--- src/rtl/johnson_phase_monitor.sv ---
// johnson_phase_monitor
// Samples a 4-bit Johnson counter bus and decodes it into a phase index and a
// one-hot phase strobe. A four-state tracker checks that the code sequence
// advances legally. It counts completed revolutions and sequence errors.
//
// Qualifier semantics: sample_en is a pure qualifier with no back-pressure.
// q_in is consumed on every rising edge where sample_en = 1. It is ignored on
// all other edges. clear_err is honoured on any edge, whatever sample_en is.
module johnson_phase_monitor #(
  parameter int LOCK_COUNT = 4,
  parameter bit ALLOW_HOLD = 1'b1
) (
  input  logic       clk,
  input  logic       reset,
  input  logic [3:0] q_in,
  input  logic       sample_en,
  input  logic       clear_err,
  output logic [2:0] phase,
  output logic [7:0] phase_onehot,
  output logic       phase_valid,
  output logic       locked,
  output logic       fault,
  output logic       err_pulse,
  output logic [7:0] cycle_count,
  output logic [7:0] err_count,
  output logic [1:0] dbg_state
);

  typedef enum logic [1:0] {
    ST_ACQUIRE = 2'd0,
    ST_TRACK   = 2'd1,
    ST_LOCKED  = 2'd2,
    ST_FAULT   = 2'd3
  } state_t;

  localparam logic [3:0] LOCK_TGT = 4'(LOCK_COUNT);

  state_t     state_q, state_d;
  logic [2:0] prev_q, prev_d;
  logic       prev_valid_q, prev_valid_d;
  logic [3:0] run_q, run_d;
  logic [2:0] phase_q, phase_d;
  logic [7:0] onehot_q, onehot_d;
  logic       valid_q, valid_d;
  logic       err_pulse_q, err_pulse_d;
  logic [7:0] cycle_q, cycle_d;
  logic [7:0] errc_q, errc_d;
  logic       locked_q, locked_d;
  logic       fault_q, fault_d;

  logic       code_legal;
  logic [2:0] code_idx;
  logic [2:0] prev_inc;
  logic [3:0] run_inc;
  logic       is_adv;
  logic       is_hold;
  logic       seq_err;
  logic       err_any;
  logic       count_err;

  // Decode the Johnson code into a phase index; 8 of 16 codes are illegal.
  always_comb begin
    code_legal = 1'b1;
    code_idx   = 3'd0;
    case (q_in)
      4'b0000: code_idx = 3'd0;
      4'b1000: code_idx = 3'd1;
      4'b1100: code_idx = 3'd2;
      4'b1110: code_idx = 3'd3;
      4'b1111: code_idx = 3'd4;
      4'b0111: code_idx = 3'd5;
      4'b0011: code_idx = 3'd6;
      4'b0001: code_idx = 3'd7;
      default: code_legal = 1'b0;
    endcase
  end

  // Classify the current sample against the stored previous phase.
  always_comb begin
    prev_inc  = prev_q + 3'd1;
    run_inc   = run_q + 4'd1;
    is_adv    = sample_en && code_legal && prev_valid_q && (code_idx == prev_inc);
    is_hold   = sample_en && code_legal && prev_valid_q && (code_idx == prev_q);
    seq_err   = sample_en && code_legal && prev_valid_q && !is_adv && !(is_hold && ALLOW_HOLD);
    err_any   = sample_en && (!code_legal || seq_err);
    count_err = err_any && (state_q != ST_ACQUIRE);
  end

  // Next-state, datapath and output computation.
  always_comb begin
    state_d      = state_q;
    prev_d       = prev_q;
    prev_valid_d = prev_valid_q;
    run_d        = run_q;
    phase_d      = phase_q;
    onehot_d     = 8'd0;
    valid_d      = valid_q;
    err_pulse_d  = count_err;
    cycle_d      = cycle_q;
    errc_d       = errc_q;

    if (sample_en) begin
      if (code_legal) begin
        phase_d      = code_idx;
        valid_d      = 1'b1;
        onehot_d     = 8'd1 << code_idx;
        prev_d       = code_idx;
        prev_valid_d = 1'b1;
      end else begin
        valid_d = 1'b0;
      end
    end

    case (state_q)
      ST_ACQUIRE: begin
        if (sample_en && code_legal) begin
          state_d = ST_TRACK;
          run_d   = 4'd0;
        end
      end
      ST_TRACK: begin
        if (err_any) begin
          state_d      = ST_ACQUIRE;
          prev_valid_d = 1'b0;
        end else if (is_adv) begin
          run_d = run_inc;
          if (run_inc >= LOCK_TGT) state_d = ST_LOCKED;
        end
      end
      ST_LOCKED: begin
        if (err_any) begin
          state_d = ST_FAULT;
        end else if (is_adv && (prev_q == 3'd7) && (cycle_q != 8'hFF)) begin
          cycle_d = cycle_q + 8'd1;
        end
      end
      ST_FAULT: begin
        // A same-edge error keeps the tracker parked in FAULT.
        if (clear_err && !err_any) begin
          state_d      = ST_ACQUIRE;
          prev_valid_d = 1'b0;
        end
      end
      default: state_d = ST_ACQUIRE;
    endcase

    // A new acquisition starts the revolution count afresh.
    if ((state_d == ST_ACQUIRE) && (state_q != ST_ACQUIRE)) cycle_d = 8'd0;

    // A clear beats a simultaneous increment.
    if (clear_err) begin
      errc_d = 8'd0;
    end else if (count_err && (errc_q != 8'hFF)) begin
      errc_d = errc_q + 8'd1;
    end

    locked_d = (state_d == ST_LOCKED);
    fault_d  = (state_d == ST_FAULT);
  end

  // State and output registers, cleared asynchronously.
  always_ff @(posedge clk or posedge reset) begin
    if (reset) begin
      state_q      <= ST_ACQUIRE;
      prev_q       <= 3'd0;
      prev_valid_q <= 1'b0;
      run_q        <= 4'd0;
      phase_q      <= 3'd0;
      onehot_q     <= 8'd0;
      valid_q      <= 1'b0;
      err_pulse_q  <= 1'b0;
      cycle_q      <= 8'd0;
      errc_q       <= 8'd0;
      locked_q     <= 1'b0;
      fault_q      <= 1'b0;
    end else begin
      state_q      <= state_d;
      prev_q       <= prev_d;
      prev_valid_q <= prev_valid_d;
      run_q        <= run_d;
      phase_q      <= phase_d;
      onehot_q     <= onehot_d;
      valid_q      <= valid_d;
      err_pulse_q  <= err_pulse_d;
      cycle_q      <= cycle_d;
      errc_q       <= errc_d;
      locked_q     <= locked_d;
      fault_q      <= fault_d;
    end
  end

  assign phase        = phase_q;
  assign phase_onehot = onehot_q;
  assign phase_valid  = valid_q;
  assign err_pulse    = err_pulse_q;
  assign cycle_count  = cycle_q;
  assign err_count    = errc_q;
  assign locked       = locked_q;
  assign fault        = fault_q;
  assign dbg_state    = state_q;

endmodule

--- config.mk ---
export PLATFORM = sky130hd
export DESIGN_NAME = johnson_phase_monitor
export DESIGN_NICKNAME = d
export VERILOG_FILES = /design/src/rtl/johnson_phase_monitor.sv
export SDC_FILE = /design/constraint.sdc
export NUM_CORES = 1
export LEC_CHECK = 0
export BUFFER_PORTS_ARGS = -buffer_cell sky130_fd_sc_hd__clkbuf_2
export CAP_MARGIN = 10
export CORE_ASPECT_RATIO = 1.4
export CORE_UTILIZATION = 50
export CTS_CLUSTER_DIAMETER = 120
export CTS_CLUSTER_SIZE = 30
export DETAILED_ROUTE_END_ITERATION = 10
export PLACE_DENSITY = 0.84
export RECOVER_POWER = 100
export SYNTH_ARGS = -nofsm -noshare
export SYNTH_HDL_FRONTEND = slang
export SYNTH_SLANG_ARGS = --single-unit
--- constraint.sdc ---
create_clock -name clk -period 2.4 [get_ports clk]
set_input_delay 0.48 -clock clk [delete_from_list [all_inputs] [get_ports clk]]
set_output_delay 0.48 -clock clk [all_outputs]
set_load 0.02 [all_outputs]
**Yosys cells after proc, flatten, opt, wreduce, memory -nomap -nowiden**

Cells that the tools add are included.

- Register bits: 38
- Latch bits: 0
- Bits in writable memories: 0
- Memory bits (read-only): 0
- Output and inout bits: 33
- Logic and storage cells: 95
- Memories: 0

- Add/subtract/negate cells: 4
- $mul: 0
- Div/mod/pow operators: 0
- Magnitude comparators: 1
- Eq/ne operators: 21
- Shift operators: 1
- Multiplexer cells: 27
- Bitwise logic cells: 0
- Reductions and logical operators: 30

Operators with widths:

| kind | number |
|---|---|
| two-way mux 8 bit | 8 |
| case mux 3 bit (7 select lines) | 1 |
| adder 8 x 1 -> 8 bit (second input constant) | 2 |
| == test 4 bit (second input constant) | 4 |
| inequality test 8 bit (second input constant) | 2 |
| logical AND 1 bit | 13 |
| two-way mux 2 bit | 6 |
| two-way mux 4 bit | 3 |
| nonzero test 2 bit | 5 |
| == test 2 bit (second input constant) | 4 |
| case mux 2 bit (4 select lines) | 1 |
| case mux 4 bit (2 select lines) | 1 |
| OR reduction 8 bit | 1 |
| left shift 1 x 3 -> 8 bit (first input constant) | 1 |
| == test 3 bit | 2 |
| two-way mux 1 bit | 6 |
| inequality test 2 bit (second input constant) | 3 |
| adder 4 x 1 -> 4 bit (second input constant) | 1 |
| == test 4 x 1 -> 1 bit (second input constant) | 1 |
| == test 4 x 2 -> 1 bit (second input constant) | 1 |
| == test 4 x 3 -> 1 bit (second input constant) | 1 |
| >= comparator 4 x 3 -> 1 bit (second input constant) | 1 |
| zero test 1 bit | 4 |
| zero test 2 bit | 2 |
| other kinds (10) | 10 |

**Longest topological paths before layout**

Gate-level depths: netlist (run 1).

- Word-level depth: 19
- Mapped depth: 10
- Mapped depth without buffers: 9

**Worst setup path after synthesis (run 1)**

Ideal clock, no wire load.

- Path kind: register to register
- Start: register, netlist name phase[1]
- End: register cycle_q[1], in the netlist cycle_count[1]
- Library setup time: 0.078 ns
- Arrival: 2.613 ns
- Path slack: -0.291 ns
- Stages on the path, launching flop included: 10
- Path buffers: 0
- Period minus slack after synthesis: 2.691 ns
- Cell sequence: dfrtp_1 > ha_1 > ha_1 > or3b_1 > a21oi_1 > a31oi_1 > and2_1 > a211oi_4 > mux2_2 > a21oi_1

RTL lines:

| item | line | RTL |
|---|---|---|
| to (signal assigned) | 185 | `cycle_q <= cycle_d;` |
| to (decl) | 46 | `logic [7:0] cycle_q, cycle_d;` |

==> parameters.txt, run 1 <==
Parameter                              Value

Run status
  Result of the run    finished with violations
  Violations in the final reports    setup timing

Timing
  Setup TNS    -0.913 ns
  Slew @ Worst Pin    0.911 ns
  Worst Setup Slack, final    -0.0877 ns
  Final worst clock skew    roughly 0.0037 ns
  F_max    402 MHz
  Worst slew margin relative to its limit    39.2%
  Shortest clock period the worst path allows after layout    2.49 ns
  Setup violators final    20
  Final number of max-transition violations    0
  Total count of hold-check failures in the final report    0
  Period Utilization, post-route    104%
  Setup repair after global routing missed its margin    yes

Power and ir drop
  Clock network fraction of total power    24.9%
  Combinational cell fraction of total power    34.5%
  Leakage component of the power    ~0.0013 uW
  Peak VDD IR    0.000291 V
  Sequential share of power    40.6%
  Fraction of power spent switching nets    34.4%
  Cell Pwr Density    618 nW/um^2
  Switching power summed over all nets    624 uW
  Cell Int Power    between 1000 and 1500 uW

Final layout
  Layout Utilization    68.2%
  Area occupied by registers    953 um^2
  Non-filler instance count after layout    378
  Multi-input gate area    1310 um^2
  NumNets Final    330
  Number of antenna diodes    0
  Filler instances    around 370
  Fraction of layout instances using a drive strength above 1    between 20% and 30%
  Area Overhead vs Synth    29.3%
  Finished layout cell area    2940 um^2

Placed design
  Total placed cells including tap cells    364
  IO Port Bufs    40
  Post-Place Setup Slack    -0.261 ns
  Total placed instance area    2780 um^2
  Final estimated routing congestion in global placement    0.950
  DP HPWL    3770 um

Setup path
  Kind of end point of the critical path    flip-flop
  Startpoint of the most critical register-to-register path    phase[1]$_DFFE_PP0P_
  Max FO, Critical Path    6
  FF-to-FF setup slack    -0.09 ns
  Startpoint of the most critical setup path    phase[1]$_DFFE_PP0P_
  CP required    2.58 ns
  Startpoint class of the critical path    flip-flop
  CP Data Arrival Time    2.67 ns
  R2R cell count    12
  Critical R2R Capture    cycle_count[6]$_DFFE_PP0P_
  Type of the worst setup path    flip-flop to flip-flop

Floorplanning
  # rows    28
  DIE AREA    4820 um^2
  DIE HEIGHT    81.8 um
  Boundary pin count    41
  Core footprint    4310 um^2
  Initial Util    52.8%
  Width of the die    slightly below 60 um

Drt
  Antenna viol nets, final    0
  Total vias in the final route    2154
  Total detailed-routing wirelength    5670 um
  DR iter-0 viols    115
  Number of remaining DRC errors    0
  Average vias per placed instance    around 5.7
  Detailed Routing Iterations Pass 1    4
  Per-cell routed wire length    15.0 um

Synth
  Netlist area before placement    2270 um^2
  Top cells by area in the synthesized netlist    sky130_fd_sc_hd__dfrtp_1, sky130_fd_sc_hd__nor2_1, sky130_fd_sc_hd__xor2_1
  Unique cell type count in the Yosys netlist    50
  Async set-or-reset flop fraction in the synthesized netlist    100%
  Post-Synthesis Net Count    roughly 260
  Number of enable flip-flop cells after synthesis    0
  Portion of the post-synthesis area used by sequential elements    a little over two fifths
  Number of register bits inferred by synthesis    38
  Average instance area after synthesis    around 9.4 um^2
  Synth Instances    ~240
  Area share of the largest cell type after synthesis    41.8%
  Post-synth top flop    sky130_fd_sc_hd__dfrtp_1
  Yosys synthesis warning count    0
  Largest area contributor in the netlist    sky130_fd_sc_hd__dfrtp_1

GRT
  Via count of the first global-routing pass    2041
  Wire length of the first global-routing pass    8840 um
  Congestion Overflow GR    0
  Overall global routing resource usage    24.6%
  Pin count of the biggest net entering global routing    39
  Initial antenna violation count    0

Clock tree
  TritonCTS Buffers    5
  Clock transition at path regs    0.07 ns
  TritonCTS clock tree    done
  Max Root-Sink Buffers    2
  Latest clock arrival within the worst-skew pair    0.30 ns
  Clock net sink count    38
  Root buffer cell    sky130_fd_sc_hd__clkbuf_8
  # H-tree levels    2

Min path
  Hold/Removal Path Class    input pin to asynchronous set/reset pin

Flow run
  Max Cap Violations    0
[placed cells by master, fill, tap and decap left out, drive strengths merged, types with 9 or more instances in the layout]
cell,Yosys,routed
xor2,9,9
nor2,28,28
buf,9,36
a21oi,13,13
nand3,10,10
nand2,19,19
clkbuf,4,51
o21ai,9,9
dfrtp,38,38
[worst max-delay path by stage]
stage	end	slack, ns
4_1_cts	cycle_count[7]$_DFFE_PP0P_	-0.05
3_3_place_gp	err_count[5]$_DFFE_PP0P_	-0.19
2_1_floorplan	cycle_count[1]$_DFFE_PP0P_	-0.10
5_1_grt	cycle_count[6]$_DFFE_PP0P_	-0.17
6_report	cycle_count[6]$_DFFE_PP0P_	-0.09
3_5_place_dp	err_count[2]$_DFFE_PP0P_	-0.26
[timing repair]
item,CTS,global route
cloned,2,0
pin swaps,10,6
gates resized for setup,7,12
hold endpoints to repair,0,0
setup endpoints to repair,23,25
setup buffers,5,0
hold buffers,0,0
[logic make-up (layout without fill, tap and decap cells)]
group,after synthesis,count (layout),synth area share [%]
and+or+nand+nor,107,107,25.2
AOI/OAI and AO/OA,46,46,15.1
DFF,38,38,41.8
buffers and inverters,21,96,4.46
xor gates and xnor gates,13,13,5.01
muxes,12,13,5.72
adders and majority gates,5,5,2.75
[worst max-delay path, cell delays in order, from the launching register on]
cell                       delay [ns]
sky130_fd_sc_hd__dfrtp_2         0.42
sky130_fd_sc_hd__ha_4            0.17
sky130_fd_sc_hd__ha_4            0.21
sky130_fd_sc_hd__or3b_1          0.35
sky130_fd_sc_hd__a21oi_1         0.13
sky130_fd_sc_hd__a31oi_1         0.08
sky130_fd_sc_hd__buf_4           0.16
sky130_fd_sc_hd__a211oi_2        0.19
sky130_fd_sc_hd__buf_4           0.20
sky130_fd_sc_hd__buf_4           0.12
sky130_fd_sc_hd__nand3_1         0.08
sky130_fd_sc_hd__xor2_1          0.20
sky130_fd_sc_hd__nor2_1          0.07
[synthesized netlist by cell type, types with 5 or more instances]
master / n
sky130_fd_sc_hd__dfrtp_1: 38
sky130_fd_sc_hd__nor2_1: 28
sky130_fd_sc_hd__nand2_1: 18
sky130_fd_sc_hd__a21oi_1: 13
sky130_fd_sc_hd__nand3_1: 10
sky130_fd_sc_hd__o21ai_0: 9
sky130_fd_sc_hd__xor2_1: 9
sky130_fd_sc_hd__and3_1: 8
sky130_fd_sc_hd__inv_1: 8
sky130_fd_sc_hd__nand2b_1: 8
sky130_fd_sc_hd__mux2i_1: 7
sky130_fd_sc_hd__buf_2: 6
sky130_fd_sc_hd__nand4_1: 6
sky130_fd_sc_hd__ha_1: 5
sky130_fd_sc_hd__nor2b_1: 5
[flip-flops by register name, indices dropped and copies added, names as in the netlist]
signal / count
phase: 3
fault: 1
locked: 1
phase_valid: 1
prev_valid_q: 1
phase_onehot: 8
err_count: 8
dbg_state: 2
run_q: 4
cycle_count: 8
err_pulse: 1
[per-layer routing]
metal | GRT usage [%] | vias up | wire (um)
li1 | - | 1016 | -
met1 | 25.5 | 1050 | 2050
met2 | 45.8 | 73 | 3230
met3 | 4.41 | 15 | 254
met4 | 13.8 | 0 | 130
met5 | 0 | - | 0
[power by group through the flow]
stage                     combinational, uW  sequential, uW  clock, uW
after global routing                    678             741        479
after detailed placement                552             745          0
after global placement                  534             742          0
final                                   626             736        453
after CTS                               644             735        452
after floorplan                         315             781          0
[per-stage QoR]
stage	power, uW	hold slack, ns
final	1820	0.428
after global routing	1900	0.529
after CTS	1830	0.283
after detailed placement	1300	0.481
after global placement	1280	0.483
after floorplan	1100	0.512
[final cells by class]
class                      count  share of cell area [%]
clock buffer                   7                    2.94
timing repair buffer          80                    16.2
sequential                    38                    32.4
tap                           60                    2.55
clock inverter                 1                   0.170
inverter                       8                    1.02
multi-input combinational    184                    44.7
Power figures use the tool's default switching activity.
==> run 2, diff against run 1 <==
--- a/config.mk
+++ b/config.mk
@@ -14,6 +14,7 @@
 export DETAILED_ROUTE_END_ITERATION = 10
 export PLACE_DENSITY = 0.84
 export RECOVER_POWER = 100
+export REMOVE_ABC_BUFFERS = 1
 export SYNTH_ARGS = -nofsm -noshare
 export SYNTH_HDL_FRONTEND = slang
 export SYNTH_SLANG_ARGS = --single-unit
==> run 2 against run 1 <==
  * Critical path depth unchanged
  * Global-route usage increased by 1.1 points
  * Total power increased by 6.6%
  * Die area unchanged
  * The flow still finishes with violations (setup timing)
  * Routed wire length increased by 6.3%
  * Combinational power increased by 6.1%
  * Flip-flop and latch count unchanged
  * Highest routed layer unchanged
  * Register-to-register slack got worse by 0.21 ns
  * Setup slack got worse by 0.21 ns
  * Final cell count decreased by 0.53%
  * Sequential power decreased by 1%
  * Clock power increased by 20%
==> parameters.txt, run 2 (synthesis results as in run 1) <==
Parameter                              Value

Final layout
  Area Overhead vs Synth    35.1%
  Number of antenna diodes    0 (unchanged)
  Finished layout cell area    3070 um^2 (+4.5%)
  Fraction of layout instances using a drive strength above 1    38.6% (+14 points)
  Area occupied by registers    951 um^2 (-0.26%)
  Filler instances    311 (-15%)
  NumNets Final    328 (-0.61%)
  Highest-count cells in the layout ignoring fill and taps    sky130_fd_sc_hd__clkbuf_2, sky130_fd_sc_hd__dfrtp_1, sky130_fd_sc_hd__nor2_1, sky130_fd_sc_hd__buf_4, sky130_fd_sc_hd__nand2_1
  Most common cell after layout, fill and taps aside    sky130_fd_sc_hd__clkbuf_2
  Multi-input gate area    1380 um^2 (+4.9%)
  Layout Utilization    71.3% (+3.1 points)
  Non-filler instance count after layout    376 (-0.53%)

Drt
  DR iter-0 viols    157 (+37%)
  Total detailed-routing wirelength    6020 um (+6.3%)
  Detailed Routing Iterations Pass 1    4 (unchanged)
  Antenna viol nets, final    0 (unchanged)
  Number of remaining DRC errors    0 (unchanged)
  Total vias in the final route    2195 (+1.9%)
  Per-cell routed wire length    16.0 um (+6.8%)
  Average vias per placed instance    5.84 (+2.4%)

Placed design
  Total placed instance area    2730 um^2 (-1.6%)
  DP HPWL    3720 um (-1.3%)
  IO Port Bufs    40 (unchanged)
  Final estimated routing congestion in global placement    0.822 (-13%)
  Total placed cells including tap cells    361 (-0.82%)

Clock tree
  Clock transition at path regs    0.07 ns (about the same)
  Latest clock arrival within the worst-skew pair    0.30 ns (about the same)
  Clock net sink count    38 (unchanged)
  # H-tree levels    2 (unchanged)
  Number of buffers added to fix hold violations after cts    0 (unchanged)
  TritonCTS clock tree    done
  Root buffer cell    sky130_fd_sc_hd__clkbuf_8
  Max Root-Sink Buffers    2 (unchanged)
  TritonCTS Buffers    5 (unchanged)

Floorplanning
  DIE HEIGHT    81.8 um (unchanged)
  Boundary pin count    41 (unchanged)
  Core footprint    4310 um^2 (unchanged)
  DIE AREA    4820 um^2 (unchanged)
  Width of the die    59.0 um (unchanged)
  Initial Util    52.8% (unchanged)
  # rows    28 (unchanged)

Timing
  Setup violators final    26 (+30%)
  Final worst clock skew    0.00632 ns (+0.00262 ns)
  Setup TNS    -2.95 ns (-2.04 ns)
  Shortest clock period the worst path allows after layout    2.70 ns (+0.210 ns)
  Worst slew margin relative to its limit    25.5% (-14 points)
  F_max    371 MHz (-7.8%)
  Period Utilization, post-route    112% (+8.8 points)
  Setup repair after global routing missed its margin    yes
  Worst Setup Slack, final    -0.298 ns (-0.210 ns)
  Final number of max-transition violations    0 (unchanged)
  Slew @ Worst Pin    1.11 ns (+0.202 ns)
  Total count of hold-check failures in the final report    0 (unchanged)
  Worst slack on hold paths    0.438 ns (+0.0103 ns)

Setup path
  Max FO, Critical Path    6 (unchanged)
  CP required    2.57 ns (about the same)
  Type of the worst setup path    flip-flop to flip-flop
  Kind of end point of the critical path    flip-flop
  Startpoint class of the critical path    flip-flop
  CP Data Arrival Time    2.87 ns (+0.20 ns)

Run status
  Violations in the final reports    setup timing
  Result of the run    finished with violations

GRT
  Overall global routing resource usage    25.8% (+1.1 points)
  Congestion Overflow GR    0 (unchanged)
  Wire length of the first global-routing pass    9290 um (+5.1%)
  Initial antenna violation count    0 (unchanged)
  Pin count of the biggest net entering global routing    39 (unchanged)
  Via count of the first global-routing pass    2043 (+0.098%)

Min path
  Hold/Removal Path Class    input pin to flip-flop

Flow run
  Max Cap Violations    0 (unchanged)

Power and ir drop
  Leakage component of the power    0.00145 uW (+11%)
  Peak VDD IR    0.000435 V (+50%)
  Cell Pwr Density    630 nW/um^2 (+2.0%)
[run 2: timing repair]
action | in CTS | in global routing
buffers inserted | 5 | 2
cloned | 0 | 0
pin swaps | 16 | 17
setup endpoints to repair | 26 | 26
gates resized for setup | 24 | 23
[run 2: final timing paths]
path	startpoint	to	slack, ns	cells after the start
max	phase[0]$_DFFE_PP0P_	cycle_count[7]$_DFFE_PP0P_	-0.30	12
max in group asynchronous	reset	cycle_count[1]$_DFFE_PP0P_	1.34	3
min reg2reg	phase_valid$_DFFE_PP0P_	phase_valid$_DFFE_PP0P_	0.50	1
max reg2reg	phase[0]$_DFFE_PP0P_	cycle_count[7]$_DFFE_PP0P_	-0.30	12
min in group asynchronous	reset	err_count[1]$_DFFE_PP0P_	0.46	3
min	sample_en	phase[0]$_DFFE_PP0P_	0.44	2
[run 2: through the flow]
| step | power, uW | setup slack, ns |
|---|---|---|
| after floorplan | 1040 | -0.743 |
| after global placement | 1220 | -0.241 |
| after detailed placement | 1240 | -0.336 |
| after CTS | 1850 | -0.124 |
| after global routing | 2020 | -0.404 |
| final | 1940 | -0.298 |
[run 2: cell type report]
cell class	instances	share of cell area (%)
clock inverters	1	0.978
clock buffers	7	2.48
inverters	8	0.978
multi-input cells	183	44.8
well taps	60	2.44
repair buffers	79	17.4
flip-flops and latches	38	31.0
[run 2: critical path, cell delays in order, from the launching register on]
cell	delay (ns)
sky130_fd_sc_hd__dfrtp_1	0.39
sky130_fd_sc_hd__ha_2	0.20
sky130_fd_sc_hd__ha_4	0.22
sky130_fd_sc_hd__or3b_4	0.39
sky130_fd_sc_hd__a21oi_4	0.19
sky130_fd_sc_hd__a31oi_2	0.06
sky130_fd_sc_hd__buf_4	0.15
sky130_fd_sc_hd__a211oi_2	0.21
sky130_fd_sc_hd__buf_4	0.20
sky130_fd_sc_hd__buf_6	0.12
sky130_fd_sc_hd__nand4_1	0.10
sky130_fd_sc_hd__xor2_1	0.24
sky130_fd_sc_hd__nor2_1	0.10
[run 2: where the power goes]
| part | internal [uW] | total [uW] | switching, uW |
|---|---|---|---|
| Clock | 311 | 543 | 232 |
| Combinational | 292 | 664 | 371 |
| Sequential | 681 | 729 | 47.5 |
[run 2: metal layers]
metal,part of all wire (%),vias to the layer above,GRT usage (%)
met4,3.3,0,14.5
li1,-,1015,-
met1,38,1076,29.0
met2,55,83,45.1
met3,4.5,21,4.72
met5,0,-,0
